**config.mk**
```make
export PLATFORM = sky130hd
export DESIGN_NAME = fifo_burst_sched
export DESIGN_NICKNAME = d
export VERILOG_FILES = /design/src/rtl/fifo_sched_pkg.sv /design/src/rtl/fifo_level_calc.sv /design/src/rtl/fifo_burst_sched.sv
export SDC_FILE = /design/constraint.sdc
export NUM_CORES = 1
export LEC_CHECK = 0
export BUFFER_PORTS_ARGS = -buffer_cell sky130_fd_sc_hd__buf_2
export CORE_MARGIN = 4
export CORE_UTILIZATION = 35
export DETAILED_ROUTE_END_ITERATION = 16
export GPL_TIMING_DRIVEN = 0
export PLACE_DENSITY_LB_ADDON = 0.2
export SLEW_MARGIN = 20
export SYNTH_ARGS = -nofsm -noshare
export SYNTH_HDL_FRONTEND = slang
export SYNTH_SLANG_ARGS = --single-unit
```
**constraint.sdc**
```tcl
create_clock -name sys_clk -period 1.67 [get_ports sys_clk]
set_input_delay 0.334 -clock sys_clk [delete_from_list [all_inputs] [get_ports sys_clk]]
set_output_delay 0.334 -clock sys_clk [all_outputs]
set_load 0.005 [all_outputs]
```
**src/rtl/fifo_sched_pkg.sv**
```systemverilog
// Shared state encoding and counter-width helper for the FIFO burst scheduler.
package fifo_sched_pkg;

  typedef enum logic [1:0] {
    ST_IDLE  = 2'd0,
    ST_BURST = 2'd1,
    ST_GAP   = 2'd2
  } sched_state_t;

  // Bits needed to count 0..value-1; never returns less than one bit.
  function automatic int clog2(input int value);
    int result;
    int v;
    result = 0;
    v = value - 1;
    while (v > 0) begin
      result = result + 1;
      v = v >> 1;
    end
    if (result < 1) begin
      result = 1;
    end else begin
      result = result;
    end
    return result;
  endfunction

endpackage

```
**src/rtl/fifo_level_calc.sv**
```systemverilog
// Turns the FIFO's wrapping usedw plus its full flag into a true fill level.
module fifo_level_calc
  import fifo_sched_pkg::*;
#(
  parameter int DEPTH = 256,
  parameter int AW    = 8
) (
  input  logic          fifo_full,
  input  logic [AW-1:0] fifo_usedw,
  output logic [AW:0]   level
);

  localparam int LVL_W = AW + 1;
  localparam logic [LVL_W-1:0] FULL_LVL = LVL_W'(DEPTH);

  // usedw reads zero when the FIFO is full, so full overrides it
  always_comb begin
    if (fifo_full) begin
      level = FULL_LVL;
    end else begin
      level = {1'b0, fifo_usedw};
    end
  end

endmodule

```
**src/rtl/fifo_burst_sched.sv**
```systemverilog
// Accepts upstream writes into an scfifo and drains it downstream in framed bursts
// separated by an idle gap; a flush pauses intake and pushes out the residue.
module fifo_burst_sched
  import fifo_sched_pkg::*;
#(
  parameter int DATA_W    = 8,
  parameter int DEPTH     = 256,
  parameter int AW        = 8,
  parameter int BURST_LEN = 16,
  parameter int GAP_CYC   = 4
) (
  input  logic              sys_clk,
  input  logic              sys_rst_n,
  input  logic [DATA_W-1:0] in_data,
  input  logic              in_valid,
  output logic              in_ready,
  input  logic              flush,
  output logic              fifo_wr_req,
  output logic [DATA_W-1:0] fifo_wr_data,
  output logic              fifo_rd_req,
  input  logic [DATA_W-1:0] fifo_q,
  input  logic              fifo_full,
  input  logic              fifo_empty,
  input  logic [AW-1:0]     fifo_usedw,
  output logic [DATA_W-1:0] out_data,
  output logic              out_valid,
  output logic              out_sop,
  output logic              out_eop,
  output logic              busy,
  output logic              rd_err
);

  localparam int LVL_W = AW + 1;
  localparam int CNT_W = clog2(BURST_LEN + 1);
  localparam int GAP_W = clog2(GAP_CYC + 1);
  localparam logic [LVL_W-1:0] BURST_LVL = LVL_W'(BURST_LEN);
  localparam logic [CNT_W-1:0] BURST_CNT = CNT_W'(BURST_LEN);
  localparam logic [CNT_W-1:0] CNT_ONE   = CNT_W'(1);
  localparam logic [GAP_W-1:0] GAP_ONE   = GAP_W'(1);
  localparam logic [GAP_W-1:0] GAP_LAST  = GAP_W'(GAP_CYC - 1);

  sched_state_t     state_r;
  logic [CNT_W-1:0] cnt_r;
  logic [CNT_W-1:0] len_r;
  logic [GAP_W-1:0] gap_r;
  logic             rd_req_r;
  logic             flush_pend_r;
  logic             run_r;
  logic             out_valid_r;
  logic             out_sop_r;
  logic             out_eop_r;
  logic             rd_err_r;
  logic [LVL_W-1:0] level_s;
  logic             in_ready_s;

  fifo_level_calc #(
    .DEPTH (DEPTH),
    .AW    (AW)
  ) u_level (
    .fifo_full  (fifo_full),
    .fifo_usedw (fifo_usedw),
    .level      (level_s)
  );

  // run_r keeps intake closed until the first clock after reset release
  assign in_ready_s   = run_r & ~fifo_full & ~flush_pend_r;
  assign in_ready     = in_ready_s;
  assign fifo_wr_req  = in_valid & in_ready_s;
  assign fifo_wr_data = in_data;
  assign fifo_rd_req  = rd_req_r;
  assign out_data     = fifo_q;
  assign out_valid    = out_valid_r;
  assign out_sop      = out_sop_r;
  assign out_eop      = out_eop_r;
  assign rd_err       = rd_err_r;
  assign busy         = (state_r != ST_IDLE) | flush_pend_r | out_valid_r;

  // Intake enable after reset release
  always_ff @(posedge sys_clk or negedge sys_rst_n) begin
    if (!sys_rst_n) begin
      run_r <= 1'b0;
    end else begin
      run_r <= 1'b1;
    end
  end

  // Flush request: a new pulse wins over the drained-and-idle clear
  always_ff @(posedge sys_clk or negedge sys_rst_n) begin
    if (!sys_rst_n) begin
      flush_pend_r <= 1'b0;
    end else if (flush) begin
      flush_pend_r <= 1'b1;
    end else if ((state_r == ST_IDLE) && fifo_empty && !out_valid_r) begin
      flush_pend_r <= 1'b0;
    end
  end

  // Burst sequencer; len is frozen at burst start so later writes cannot change it
  always_ff @(posedge sys_clk or negedge sys_rst_n) begin
    if (!sys_rst_n) begin
      state_r  <= ST_IDLE;
      cnt_r    <= '0;
      len_r    <= '0;
      gap_r    <= '0;
      rd_req_r <= 1'b0;
    end else begin
      case (state_r)
        ST_IDLE: begin
          if (level_s >= BURST_LVL) begin
            len_r    <= BURST_CNT;
            cnt_r    <= CNT_ONE;
            rd_req_r <= 1'b1;
            state_r  <= ST_BURST;
          end else if (flush_pend_r && !fifo_empty) begin
            len_r    <= level_s[CNT_W-1:0];
            cnt_r    <= CNT_ONE;
            rd_req_r <= 1'b1;
            state_r  <= ST_BURST;
          end
        end
        ST_BURST: begin
          if (cnt_r == len_r) begin
            rd_req_r <= 1'b0;
            cnt_r    <= '0;
            gap_r    <= '0;
            state_r  <= (GAP_CYC == 0) ? ST_IDLE : ST_GAP;
          end else begin
            cnt_r <= cnt_r + CNT_ONE;
          end
        end
        ST_GAP: begin
          if (gap_r == GAP_LAST) begin
            state_r <= ST_IDLE;
          end else begin
            gap_r <= gap_r + GAP_ONE;
          end
        end
        default: begin
          state_r  <= ST_IDLE;
          rd_req_r <= 1'b0;
        end
      endcase
    end
  end

  // Output framing follows the FIFO's one-cycle q latency
  always_ff @(posedge sys_clk or negedge sys_rst_n) begin
    if (!sys_rst_n) begin
      out_valid_r <= 1'b0;
      out_sop_r   <= 1'b0;
      out_eop_r   <= 1'b0;
    end else begin
      out_valid_r <= rd_req_r;
      out_sop_r   <= rd_req_r & (cnt_r == CNT_ONE);
      out_eop_r   <= rd_req_r & (cnt_r == len_r);
    end
  end

  // Sticky read-underflow flag
  always_ff @(posedge sys_clk or negedge sys_rst_n) begin
    if (!sys_rst_n) begin
      rd_err_r <= 1'b0;
    end else if (rd_req_r && fifo_empty) begin
      rd_err_r <= 1'b1;
    end
  end

endmodule

```
Word-level counts from Yosys, hierarchy flattened
Cells that the tools add are included.
- bits in registers: 22
- output and inout bits: 24
- input bits: 30
- logic and storage cells: 71
- add/sub/neg operators: 2
- order comparisons: 1
- mux-type cells: 21
- equality and inequality tests: 9
- bitwise operators: 10
- reductions and logical operators: 17
- operator list (operator ; number):
    5-bit 2-to-1 mux ; 5
    5-bit one-hot mux with 2 select lines ; 1
    2-bit nonzero test ; 5
    9-bit by 5-bit greater-or-equal comparator with 1-bit output, second input constant ; 1
    9-bit 2-to-1 mux ; 1
    3-bit AND reduction ; 3
    2-bit 2-to-1 mux ; 4
    3-bit 2-to-1 mux ; 2
    2-bit != test, second input constant ; 3
    2-bit one-hot mux with 3 select lines ; 1
    3-bit one-hot mux with 2 select lines ; 1
    5-bit by 1-bit adder with 5-bit output, second input constant ; 1
    1-bit AND ; 5
    5-bit by 1-bit == test with 1-bit output, second input constant ; 1
    5-bit == test ; 1
    1-bit 2-to-1 mux ; 5
    1-bit logical AND ; 4
    2-bit AND reduction ; 2
    3-bit by 1-bit adder with 3-bit output, second input constant ; 1
    3-bit by 2-bit == test with 1-bit output, second input constant ; 1
    3-bit by 1-bit != test with 1-bit output, second input constant ; 1
    1-bit inverter ; 3
    1-bit one-hot mux with 3 select lines ; 1
    2-bit by 1-bit == test with 1-bit output, second input constant ; 1
    other kinds (4) ; 6

Logic depth before layout (Yosys ltp)
Gate-level depths: netlist of run 1.
- depth after elaboration: 5
- depth in mapped cells: 6
- mapped depth without buffers: 6

Cells and area by module
A second synthesis of run 1 with hierarchy kept.
- cells, all modules: 135
- area total of the unflattened synthesis: 1298.7 um2
- modules (own cells, without submodules) (module ; cells each ; instances ; seq. area each (um2) ; area each (um2)):
    fifo_burst_sched ; 126 ; 1 ; 550.5 ; 1241.2
    fifo_level_calc ; 9 ; 1 ; 0.0 ; 57.6

Worst setup path before layout of run 1
Ideal clock, no wire load.
- path kind: input-to-reg
- from: input port fifo_full
- to: register rd_req_r, in the netlist fifo_rd_req
- required time: 1515 ps
- slack: 138 ps
- setup time: 155 ps
- stages on the path: 4
- arrival: 1378 ps
- path buffers: 1
- path through: or4_4 -> o31ai_4 -> buf_6 -> a22oi_1
- longest elaborated chain between the ends: 4
- elaborated cells on any way between the ends: 6
- classes of those cells: order compare (1); eq/ne (1); mux (3); reduce/logical (1)
- RTL lines (element ; RTL line ; RTL):
    from (decl) ; fifo_burst_sched.sv:22 ; input logic fifo_full,
    9-bit 2-to-1 mux * ; fifo_level_calc.sv:18 ; if (fifo_full) begin
    9-bit by 5-bit greater-or-equal comparator with 1-bit output * ; fifo_burst_sched.sv:109 ; if (level_s >= BURST_LVL) begin
    3-bit by 1-bit != test with 1-bit output (no line) / 1-bit 2-to-1 mux (equally long branches) ; - ;
    3-bit AND reduction (no line) / 1-bit one-hot mux with 3 select lines (equally long branches) ; - ;
    to (signal assigned) ; fifo_burst_sched.sv:105 ; rd_req_r <= 1'b0;
    to (signal assigned) ; fifo_burst_sched.sv:112 ; rd_req_r <= 1'b1;
    to (signal assigned) ; fifo_burst_sched.sv:117 ; rd_req_r <= 1'b1;
    to (decl) ; fifo_burst_sched.sv:46 ; logic rd_req_r;
Mark *: on every way between the ends. The rest lies on a longest branch, timed or not.
A chain may end at the register's enable or synchronous reset.

Worst setup path in the final report of run 1
- from: register state_r[0]
- to: output port busy
- longest elaborated chain between the ends: 3
- RTL lines (element ; RTL line ; RTL):
    from (decl) ; fifo_burst_sched.sv:42 ; sched_state_t state_r;
    from (signal assigned) ; fifo_burst_sched.sv:126 ; state_r <= (GAP_CYC == 0) ? ST_IDLE : ST_GAP;
    2-bit nonzero test ; fifo_burst_sched.sv:76 ; assign busy = (state_r != ST_IDLE) | flush_pend_r | out_valid_r;
    1-bit bitwise OR (2 in series) ; fifo_burst_sched.sv:76 ;
    to (decl) ; fifo_burst_sched.sv:29 ; output logic busy,
No other way between the ends.

==> impl_metrics.csv, run 1 <==
group,metric,value,unit
timing,setup_tns,-0.0363,ns
clocking,clk_pin_slew_worst_paths,0.12,ns
route,wirelength,2560,um
route,drc,0,
layout,drive_above_1_share,41.7,%
setup_path,cp_top_family,"flip-flops",
synthesis,yosysTopAreaCellShare,45.2,%
setup_path,critPathMaxFanout,2,
route,drtIter0Drc,27,
setup_path,rr_worst_depth,5,
timing,max_freq,586,MHz
clocking,clk_latency,0.30,ns
power_and_ir_drop,worst_ir_drop_vdd,572,uV
setup_path,worstSetupStartpointType,"register",
setup_path,worstPathArrival,1.37,ns
synthesis,synth_nets,156,
clocking,clockRootBuffer,"clkbuf_4",
power_and_ir_drop,powerDensity,1410,nW/um2
timing,finalSetupViolCount,1,
synthesis,yosys.area.top_type,"dfrtp_1",
route,routedWlPerCell,12.0,um
die,rows,21,
power_and_ir_drop,power.leakage,0.746,nW
hold_path,hold_start,"flush",
placement,gp_congestion,0.769,
synthesis,ys_async_sr_fraction,100,%
setup_path,reg2reg_to,"cnt_r[2]",
synthesis,synth_edf_count,0,
setup_path,slowest_stage,"dfrtp_1",
die,die_area,4490,um2
setup_path,critPathBufInv,2,
timing,finalCritPeriodShare,102,%
setup_path,worstPathRequired,1.34,ns
global_route,grt_pass1_vias,1045,
synthesis,yosys.cell_count.top_type,"dfrtp_1",
timing,whs,0.195,ns
timing,fin_crit,1.71,ns
synthesis,syn_avg_cell_area,9.98,um2
route,routed_via_density,4.74,
synthesis,ys_seq_area_share,45.2,%
die,die_x,67.0,um
timing,clock_skew,0.00114,ns
timing,slew_viol_final,0,
clocking,htreeDepth,1,
clocking,tritoncts,"yes",
flow_run,drv_cap,0,
route,first_pass_iters,4,
synthesis,synth-seq-cells,22,
setup_path,criticalPathCategory,"register to output pin",
layout,nNetsFinal,203,
hold_path,whs_path_depth,2,
placement,io_buffers,37,
power_and_ir_drop,total_power,2.22,mW
placement,dp_hpwl,2010,um
timing,rsz0062_at_grt,"yes",
setup_path,cp-end-kind,"output pin",
timing,finalWorstSetupSlack,-0.0363,ns
synthesis,yosysWarnings,0,
setup_path,rrSetupSlack,0.18,ns
synthesis,syn_inst,122,
synthesis,synth_area,1220,um2
global_route,grt_usage,13.2,%
synthesis,synth_common_cells,"dfrtp_1, buf_4, nand2_1, o21ai_0, inv_1",
global_route,grt_remaining_overflow,0,
setup_path,critPathMaxStageDelay,0.40,ns
route,dr_total_vias,1015,
clocking,clockBufferDepth,2,
run_status,violations,"negative setup slack",
layout,n_antenna_cell,0,
synthesis,synth_ff_type,"dfrtp_1",
route,antenna_left,0,
run_status,status,"finished, violations left",
setup_path,startpoint,"state_r[0]",
hold_path,min_to,"flush_pend_r",
setup_path,timing.rr.start,"state_r[0]",
die,core_area,3340,um2
layout,area_growth,29.4,%
die,io_pins,54,
synthesis,ys_top_cells_by_area,"dfrtp_1, buf_4, nand2_1",
synthesis,ys_types,32,
placement,pre_cts_ws,-0.0573,ns
clocking,numCtsBuffers,3,
die,initial_core_util,36.5,%
layout,fillCellCount,328,
die,die_y,67.0,um
global_route,grt_max_degree,23,
clocking,clock-sinks,22,
global_route,grt_pass1_wl,4640,um
hold_path,hp-class,"input port to register",
global_route,antenna_found_initial,0,
timing,hold_viol_final,0,
setup_path,crit_chain,"clkbuf_8 -> or4_1 -> buf_2",
-- layer usage --
metal | vias to the layer above | global-route usage [%] | routed length, um
li1 | 501 | - | -
met1 | 465 | 17.3 | 1160
met2 | 43 | 21.9 | 1170
met3 | 6 | 1.85 | 185
met4 | 0 | 5.06 | 41
met5 | - | 0 | 0
-- power by group --
| part | switching, mW | internal [mW] |
|---|---|---|
| logic | 0.494 | 0.478 |
| clock network | 0.163 | 0.243 |
| registers | 0.153 | 0.686 |
| total | 0.810 | 1.41 |
-- through the flow --
| stage | instances | cell area [um2] | utilization (%) |
|---|---|---|---|
| 2_1_floorplan | 122 | 1220 | - |
| 3_3_place_gp | 205 | 1460 | 43.8 |
| 3_5_place_dp | 205 | 1460 | 43.8 |
| 4_1_cts | 213 | 1560 | 46.8 |
| 5_1_grt | 214 | 1580 | 47.2 |
| 6_report | 214 | 1580 | 47.2 |
-- registers in the layout, summed over array words and instances (netlist names) --
name          flops
cnt_r             5
len_r             5
gap_r             3
state_r           2
fifo_rd_req       1
flush_pend_r      1
out_eop           1
out_sop           1
out_valid         1
rd_err            1
run_r             1
-- logic make-up (layout without fill, tap and decap cells) --
family	after synthesis	after routing	share of synthesized area, %
DFF	22	22	45.2
xor gates and xnor gates	7	7	5.04
adders and majority gates	4	4	4.11
buffers and inverters	24	70	12.9
AOI/OAI and AO/OA	27	27	17.0
other	1	1	0.308
and+or+nand+nor	37	37	15.4
-- area by class of cell --
| type | count | area, um2 | area share [%] |
|---|---|---|---|
| plain buffers | 18 | 145 | 9.21 |
| clock buffers | 3 | 22.5 | 1.43 |
| clock inverters | 1 | 30.0 | 1.91 |
| inverters | 6 | 22.5 | 1.43 |
| multi-input cells | 76 | 520 | 33.0 |
| flip-flops and latches | 22 | 552 | 35.0 |
| well taps | 46 | 57.6 | 3.65 |
| repair buffers | 42 | 225 | 14.3 |
-- placed cells by master, fill, tap and decap left out, types with 2 or more instances in the layout --
| cell type | n |
|---|---|
| nand3b_1 | 2 |
| clkbuf_4 | 3 |
| o31ai_1 | 2 |
| a21o_1 | 2 |
| xnor2_1 | 5 |
| dfrtp_1 | 21 |
| nor2_1 | 3 |
| nand3_1 | 3 |
| buf_2 | 37 |
| o21ai_0 | 10 |
| a21oi_1 | 3 |
| nand2_1 | 16 |
| a22oi_1 | 2 |
| inv_1 | 6 |
| buf_4 | 20 |
| a2bb2oi_1 | 2 |
| nor2b_1 | 3 |
| xor2_1 | 2 |
| ha_1 | 4 |
| nor3_1 | 3 |
-- worst max-delay path by stage --
stage | end | slack, ns | cells after the start
6_report | busy | -0.04 | 3
5_1_grt | busy | -0.08 | 3
4_1_cts | busy | -0.06 | 3
3_5_place_dp | fifo_rd_req | -0.06 | 5
3_3_place_gp | cnt_r[2] | -0.06 | 5
2_1_floorplan | fifo_rd_req | 0.14 | 4
-- what timing repair did --
| item | 4_1_cts | 5_1_grt |
|---|---|---|
| endpoints found under the hold margin | 22 | 0 |
| endpoints found under the setup margin | 8 | 3 |
| gates cloned | 0 | 0 |
| resized for setup | 5 | 2 |
| pin swaps | 1 | 0 |
| hold buffers | 1 | 0 |
| buffers inserted | 3 | 1 |
Note: power is estimated with default switching activity, not from simulation.
==> inputs of run 2 (changes only) <==
Settings changed: PLACE_DENSITY set to 0.67, PLACE_DENSITY_LB_ADDON 0.2 to not set.
==> run 2 against run 1 <==
Effect of this change:
- the flow still finishes with violations (negative setup slack)
- clock power is 28% lower
- critical path depth stayed put
- clock skew is 0.0033 ns higher
- sequential power is 0.5% lower
- flip-flop and latch count stayed put
- combinational power is 1% higher
==> impl_metrics.csv, run 2 (same netlist as run 1, synthesis figures left out) <==
group,metric,value,unit
route,drtIter0Drc,27,
global_route,grt_remaining_overflow,0,
route,drc,0,
setup_path,rrSetupSlack,0.18,ns
layout,n_antenna_cell,0,
clocking,clk_latency,0.30,ns
layout,fin_cells,213,
die,initial_core_util,36.5,%
setup_path,critPathMaxFanout,2,
power_and_ir_drop,worst_ir_drop_vdd,649,uV
route,routedWlPerCell,12.3,um
timing,max-slew-margin-rel,66.5,%
route,route.layer.met1.wl,1180,um
timing,clock_skew,0.00441,ns
setup_path,worst-path-stages,3,
die,die_x,67.0,um
flow_run,drv_cap,0,
timing,hold_viol_final,0,
die,io_pins,54,
setup_path,criticalPathCategory,"register to output pin",
global_route,grt_pass1_wl,4400,um
route,dr_total_vias,977,
clocking,clockBufferDepth,2,
timing,max_freq,580,MHz
setup_path,critPathMaxStageDelay,0.41,ns
global_route,grt_usage,12.8,%
route,first_pass_iters,4,
timing,slew_viol_final,0,
timing,finalCritPeriodShare,103,%
timing,whs,0.210,ns
setup_path,cp_top_family,"flip-flops",
route,wl_met3,176,um
power_and_ir_drop,power.leakage,0.733,nW
layout,area_growth,27.4,%
setup_path,reg2reg_to,"gap_r[1]",
setup_path,critPathBufInv,2,
timing,finalSetupViolCount,1,
clocking,tritoncts,"yes",
layout,postLayoutCellArea,1550,um2
placement,io_buffers,37,
global_route,grt_max_degree,23,
setup_path,worstPathRequired,1.34,ns
placement,gp_congestion,0.806,
clocking,numCtsBuffers,3,
setup_path,rr_worst_depth,6,
clocking,clock-sinks,22,
timing,fin_crit,1.72,ns
timing,rsz0062_at_grt,"yes",
die,die_y,67.0,um
placement,dp.cells,205,
setup_path,worstPathArrival,1.39,ns
route,routed_via_density,4.59,
setup_path,crit_path_end,"busy",
setup_path,timing.rr.start,"gap_r[0]",
die,rows,21,
run_status,status,"finished, violations left",
layout,final_cell_mix,"buf_2, dfrtp_1, buf_4, nand2_1, o21ai_0",
setup_path,worstSetupStartpointType,"register",
layout,top_regs,"cnt_r (5), len_r (5), gap_r (3)",
power_and_ir_drop,total_power,2.11,mW
setup_path,cp-end-kind,"output pin",
die,core_area,3340,um2
timing,finalWorstSetupSlack,-0.0544,ns
clocking,clockRootBuffer,"clkbuf_4",
placement,dp_hpwl,2010,um
setup_path,slowest_stage,"dfrtp_1",
route,dr_wl_met2,1240,um
setup_path,startpoint,"state_r[0]",
global_route,grt_pass1_vias,999,
power_and_ir_drop,powerDensity,1360,nW/um2
layout,nNetsFinal,202,
global_route,antenna_found_initial,0,
route,top_layer_used,"met4",
hold_path,hp-class,"input port to register",
die,die_area,4490,um2
run_status,violations,"negative setup slack",
clocking,htreeDepth,1,
layout,fillCellCount,324,
clocking,clk_pin_slew_worst_paths,0.12,ns
setup_path,crit_chain,"clkbuf_8 -> or4_1 -> buf_2",
route,antenna_left,0,
placement,place_area,1460,um2
timing,worstMarginPinSlew,0.502,ns
layout,drive_above_1_share,40.1,%
route,wirelength,2630,um
timing,setup_tns,-0.0544,ns
layout,final_common_cell,"buf_2",
hold_path,whs_path_depth,2,
run 2: changes by cell type in the layout (fill, tap and decap cells not counted), sizes merged:
cell    before  now
buf         58   57
clkbuf       4    5
bufinv       1    0
run 2: worst min path at each step:
stage               from            to  slack, ns
2_1_floorplan  sys_rst_n      cnt_r[0]       0.04
3_3_place_gp   sys_rst_n       out_sop       0.32
3_5_place_dp   sys_rst_n       out_sop       0.33
4_1_cts            flush  flush_pend_r       0.19
5_1_grt            flush  flush_pend_r       0.19
6_report           flush  flush_pend_r       0.21
run 2: metrics by stage:
| stage | utilization (%) | setup WS [ns] |
|---|---|---|
| 6_report | 46.5 | -0.0544 |
| 5_1_grt | 46.5 | -0.118 |
| 4_1_cts | 46.3 | -0.0642 |
| 3_5_place_dp | 43.8 | -0.103 |
| 3_3_place_gp | 43.8 | -0.0629 |
| 2_1_floorplan | - | 0.138 |
run 2: final cells by class:
type | count | area [um2] | share of cell area, %
tap | 46 | 57.6 | 3.71
clock buffer | 4 | 36.3 | 2.34
sequential | 22 | 552 | 35.6
inverter | 6 | 22.5 | 1.45
multi-input combinational | 76 | 520 | 33.5
buffer | 18 | 145 | 9.35
timing repair buffer | 41 | 218 | 14.0
run 2: routing by layer:
layer	global-route usage (%)	vias up
li1	-	493
met1	16.3	439
met2	21.3	43
met3	2.36	2
met4	5.32	0
met5	0	-
run 2: repair_timing:
action	in CTS	in global routing
setup buffers	3	0
endpoints found under the setup margin	11	2
endpoints found under the hold margin	22	0
pin swaps	1	0
hold buffers	1	0
gates resized for setup	5	1
run 2: report_power, final:
| group | leakage, nW | switching, mW | internal (mW) |
|---|---|---|---|
| clock | 0.0210 | 0.159 | 0.133 |
| combinational | 0.436 | 0.516 | 0.469 |
| sequential | 0.276 | 0.148 | 0.687 |
